==> src/rtl/rf_writeback_ctrl.sv <==
// Writeback controller in front of the register file write port: ALU/LSU arbitration, strobed
// RF write sequencing and a pending-write scoreboard. Optional forwarding: RF_WB_FWD_EN.
module rf_writeback_ctrl #(
  parameter int unsigned DataWidth = 32
) (
  input  logic                 clk_i,
  input  logic                 rst_ni,
  input  logic                 alu_valid_i,
  output logic                 alu_ready_o,
  input  logic [4:0]           alu_waddr_i,
  input  logic [DataWidth-1:0] alu_wdata_i,
  input  logic                 lsu_valid_i,
  output logic                 lsu_ready_o,
  input  logic [4:0]           lsu_waddr_i,
  input  logic [DataWidth-1:0] lsu_wdata_i,
  input  logic                 issue_valid_i,
  input  logic [4:0]           issue_waddr_i,
  input  logic [4:0]           raddr_a_i,
  input  logic [4:0]           raddr_b_i,
  output logic                 hazard_a_o,
  output logic                 hazard_b_o,
  output logic                 req_w_o,
  output logic [4:0]           waddr_o,
  output logic [DataWidth-1:0] wdata_alu_o,
  output logic [DataWidth-1:0] wdata_lsu_o,
  output logic                 soursel_o
`ifdef RF_WB_FWD_EN
  ,
  output logic                 fwd_a_valid_o,
  output logic [DataWidth-1:0] fwd_a_data_o,
  output logic                 fwd_b_valid_o,
  output logic [DataWidth-1:0] fwd_b_data_o
`endif
);

  typedef enum logic [1:0] {StIdle, StSetup, StStrobe, StHold} state_e;

  state_e      state_q;
  logic        last_alu_q;
  logic [31:0] busy_q;
  logic [31:0] set_mask;
  logic [31:0] clr_mask;
  logic        grant_alu;
  logic        grant_lsu;
  logic        accept;
  logic [4:0]  acc_waddr;

  always_comb begin
    // On a tie the source that did not win last time gets the grant.
    grant_alu   = alu_valid_i && (!lsu_valid_i || !last_alu_q);
    grant_lsu   = lsu_valid_i && !grant_alu;
    alu_ready_o = (state_q == StIdle) && grant_alu;
    lsu_ready_o = (state_q == StIdle) && grant_lsu;
    accept      = alu_ready_o || lsu_ready_o;
    acc_waddr   = grant_alu ? alu_waddr_i : lsu_waddr_i;

    set_mask = '0;
    if (issue_valid_i && (issue_waddr_i != 5'd0)) begin
      set_mask[issue_waddr_i] = 1'b1;
    end
    clr_mask = '0;
    if (state_q == StStrobe) begin
      clr_mask[waddr_o] = 1'b1;
    end
  end

  always_ff @(posedge clk_i or negedge rst_ni) begin
    if (!rst_ni) begin
      state_q     <= StIdle;
      last_alu_q  <= 1'b0;
      busy_q      <= '0;
      req_w_o     <= 1'b0;
      waddr_o     <= '0;
      wdata_alu_o <= '0;
      wdata_lsu_o <= '0;
      soursel_o   <= 1'b0;
    end else begin
      // Set is applied after clear so a younger issue keeps ownership.
      busy_q <= (busy_q & ~clr_mask) | set_mask;
      case (state_q)
        StIdle: begin
          if (accept) begin
            last_alu_q <= alu_ready_o;
            // Writes to x0 complete the handshake but never reach the RF.
            if (acc_waddr != 5'd0) begin
              waddr_o   <= acc_waddr;
              soursel_o <= alu_ready_o;
              if (alu_ready_o) begin
                wdata_alu_o <= alu_wdata_i;
              end else begin
                wdata_lsu_o <= lsu_wdata_i;
              end
              state_q <= StSetup;
            end
          end
        end
        StSetup: begin
          req_w_o <= 1'b1;
          state_q <= StStrobe;
        end
        StStrobe: begin
          req_w_o <= 1'b0;
          state_q <= StHold;
        end
        StHold: begin
          state_q <= StIdle;
        end
        default: begin
          state_q <= StIdle;
        end
      endcase
    end
  end

`ifdef RF_WB_FWD_EN
  logic                 younger_q;
  logic                 in_flight;
  logic [DataWidth-1:0] fwd_data;

  // Tracks whether a newer instruction re-claimed the destination after this write was accepted.
  always_ff @(posedge clk_i or negedge rst_ni) begin
    if (!rst_ni) begin
      younger_q <= 1'b0;
    end else if (accept && (acc_waddr != 5'd0)) begin
      younger_q <= issue_valid_i && (issue_waddr_i == acc_waddr);
    end else if ((state_q != StIdle) && issue_valid_i && (issue_waddr_i == waddr_o)) begin
      younger_q <= 1'b1;
    end
  end

  always_comb begin
    in_flight     = (state_q != StIdle);
    fwd_data      = soursel_o ? wdata_alu_o : wdata_lsu_o;
    fwd_a_valid_o = in_flight && (raddr_a_i == waddr_o) && busy_q[waddr_o] && !younger_q;
    fwd_b_valid_o = in_flight && (raddr_b_i == waddr_o) && busy_q[waddr_o] && !younger_q;
    fwd_a_data_o  = fwd_data;
    fwd_b_data_o  = fwd_data;
    hazard_a_o    = busy_q[raddr_a_i] && !fwd_a_valid_o;
    hazard_b_o    = busy_q[raddr_b_i] && !fwd_b_valid_o;
  end
`else
  // busy_q[0] is never set, so x0 cannot report a hazard.
  always_comb begin
    hazard_a_o = busy_q[raddr_a_i];
    hazard_b_o = busy_q[raddr_b_i];
  end
`endif

endmodule

==> config.mk <==
export PLATFORM = sky130hd
export DESIGN_NAME = rf_writeback_ctrl
export DESIGN_NICKNAME = d
export VERILOG_FILES = /design/src/rtl/rf_writeback_ctrl.sv
export SDC_FILE = /design/constraint.sdc
export NUM_CORES = 1
export LEC_CHECK = 0
export BUFFER_PORTS_ARGS = -buffer_cell sky130_fd_sc_hd__buf_2
export CAP_MARGIN = 10
export CORE_MARGIN = 1
export CORE_UTILIZATION = 50
export DETAILED_ROUTE_END_ITERATION = 10
export PLACE_DENSITY = 0.82
export SYNTH_ARGS = -nofsm -noshare
export SYNTH_HDL_FRONTEND = slang
export SYNTH_SLANG_ARGS = --single-unit
==> constraint.sdc <==
create_clock -name clk_i -period 2.2 [get_ports clk_i]
set_input_delay 0.22 -clock clk_i [delete_from_list [all_inputs] [get_ports clk_i]]
set_output_delay 0.22 -clock clk_i [all_outputs]
set_load 0.05 [all_outputs]
==> impl_metrics.toml <==
[status]
status = "finished, final reports clean"

[floorplanning]
die_w_um = 102
start_util_pct = 52.7
io_pins = 169
core_um2 = 9420
num_rows = 35
die_y_um = 102
dieArea_um2 = 10300

[clock_tree]
cts_tree = "done"
cts_made_buffers = 9
cts_root_buffer = "clkbuf_8"
clk_latency_ns = 0.37
clk_pin_slew_worst_paths_ns = 0.12
clock_path_buffers = 2
h-tree-depth = 3
post-cts-setup-buffers = 0
clkSinkCount = 106

[logic_synthesis]
synth_area_um2 = 4960
seq_area_frac_synth_pct = 53.5
synth-edff-count = 0
syn_area_per_cell_um2 = 12.6
synthArstFlopShare_pct = 100
ys_ff_latch = 106
synth_nets = 491
yosysWarnings = 0
ys.flop_type = "dfrtp_1"
yosysUniqueCellTypes = 36
syn_inst = 394

[grt]
grt_pass1_wl_um = 19700
grt_util_all_layers_pct = 25.2
grt_overflow_total = 0
grt_pass1_vias = 3984
antenna_found_initial = 0
grt_max_degree = 49

[timing]
maxSlewViolCount = 0
fin_crit_ns = 2.12
worst_pin_slew_ns = 0.807
final-setup-viol-count = 0
fin_crit_sh_pct = 96.5
finClkSkew_ns = 0.0195
hold_viol_final = 0
worst_slack_ns = 0.0768
slew-limit-headroom_pct = 45.8
max_freq_mhz = 471
finalSetupTns_ns = 0

[final_layout]
fin_area_um2 = 6190
syn2layout_area_growth_pct = 24.8
antenna_cells = 0
mostFrequentLayoutCell = "buf_2"
final_layout_size_suffix_gt1_share_pct = 46.9
nets = 664
layout_common_cells = "buf_2, dfrtp_1, o21ai_0"

[critical_path]
required_ns = 1.98
path_max_fanout = 3
critPathKind = "reg2out"
crit_arrival_ns = 1.90
cp-end-kind = "output pin"
cp-start-kind = "flop"

[route]
drt-initial-drc-count = 159
drcViolationCount = 0
finalWirelength_um = 12700
ant_nets = 0
vias = 3940
vias_per_cell = 5.62
wl_per_cell_um = 18.1
drt-pass1-iter-count = 4

[placed_design]
dpl_cell_area_um2 = 5980
place_ws_ns = 0.257
io_buffers = 168
gp_congestion = 0.864
place_hpwl_um = 9750

[worst_hold_path]
min_path_type = "in2reg"

[power]
static-leakage-power_nw = 2.92
p_total_mw = 10.2
power_density_nw_per_um2 = 1650
ir_drop_mv = 1.26

[run]
drv_cap = 0
==> cell type report <==
class	count	area, µm²
clock inverter	6	60.1
fill	724	3220
clock buffer	10	128
timing repair buffer	177	960
multi-input combinational	265	2200
sequential	106	2650
inverter	8	30.0
tap	129	161
==> synth_stat cells, types with 5 or more instances <==
cell type | n | area share [%]
o21ai_0 | 66 | 6.7
buf_2 | 8 | 0.81
nand3_1 | 10 | 1.0
nand2_1 | 6 | 0.45
or3b_2 | 5 | 0.88
nand3b_1 | 10 | 1.5
dfrtp_1 | 106 | 53
mux2i_1 | 40 | 8.1
nor2_1 | 11 | 0.83
mux2_4 | 29 | 8.8
a22o_1 | 6 | 1.1
a21oi_1 | 12 | 1.2
inv_1 | 8 | 0.61
mux2_2 | 36 | 8.2
==> routing by layer <==
layer	global-route usage (%)	wire length (µm)	vias up
li1	-	-	1790
met1	31.5	4960	1961
met2	44.1	6660	173
met3	5.04	863	16
met4	7.47	201	0
met5	0	0	-
==> timing repair <==
item / CTS / global route
hold buffers: 1 / 0
endpoints found under the hold margin: 34 / 0
gates resized for setup: 0 / 6
endpoints found under the setup margin: 0 / 2
==> worst max-delay path: stages, from the launching register on <==
cell      delay [ns]
dfrtp_1         0.40
mux2i_1         0.10
a311o_1         0.37
a221oi_1        0.24
a22oi_1         0.15
nand3_1         0.12
buf_6           0.16
==> sequential cells by signal, summed over array words and instances (netlist names) <==
signal       cells
busy_q          32
wdata_alu_o     32
wdata_lsu_o     32
waddr_o          5
last_alu_q       1
state_q          2
req_w_o          1
soursel_o        1
==> kinds of logic after synthesis <==
group           share of synthesized area [%]
flops                                    53.5
buf+inv                                  2.40
mux                                      25.0
simple gates                             7.31
compound gates                           11.0
fa+ha+maj                               0.757
==> power breakdown <==
group / switching, mW / internal, mW / total, mW
clock network: 0.695 / 0.439 / 1.13
logic: 3.74 / 1.75 / 5.49
registers: 0.685 / 2.89 / 3.57
==> final timing paths <==
path	startpoint	depth (start not counted)	slack (ns)	endpoint
max	busy_q[3]	6	0.08	hazard_b_o
min	alu_wdata_i[6]	2	0.07	wdata_alu_o[6]
max reg2reg	state_q[0]	8	0.24	wdata_lsu_o[31]
min reg2reg	wdata_alu_o[3]	1	0.52	wdata_alu_o[3]
max in group asynchronous	rst_ni	3	1.16	wdata_alu_o[14]
min in group asynchronous	rst_ni	2	0.33	wdata_alu_o[6]
==> through the flow <==
step           hold slack, ns  util (%)  cells
2_1_floorplan         -0.0756         -    394
3_3_place_gp            0.200      63.5    684
3_5_place_dp            0.204      63.5    684
4_1_cts                0.0617      65.6    701
5_1_grt                0.0579      65.8    701
6_report               0.0664      65.8    701
Power figures use the tool's default switching activity.
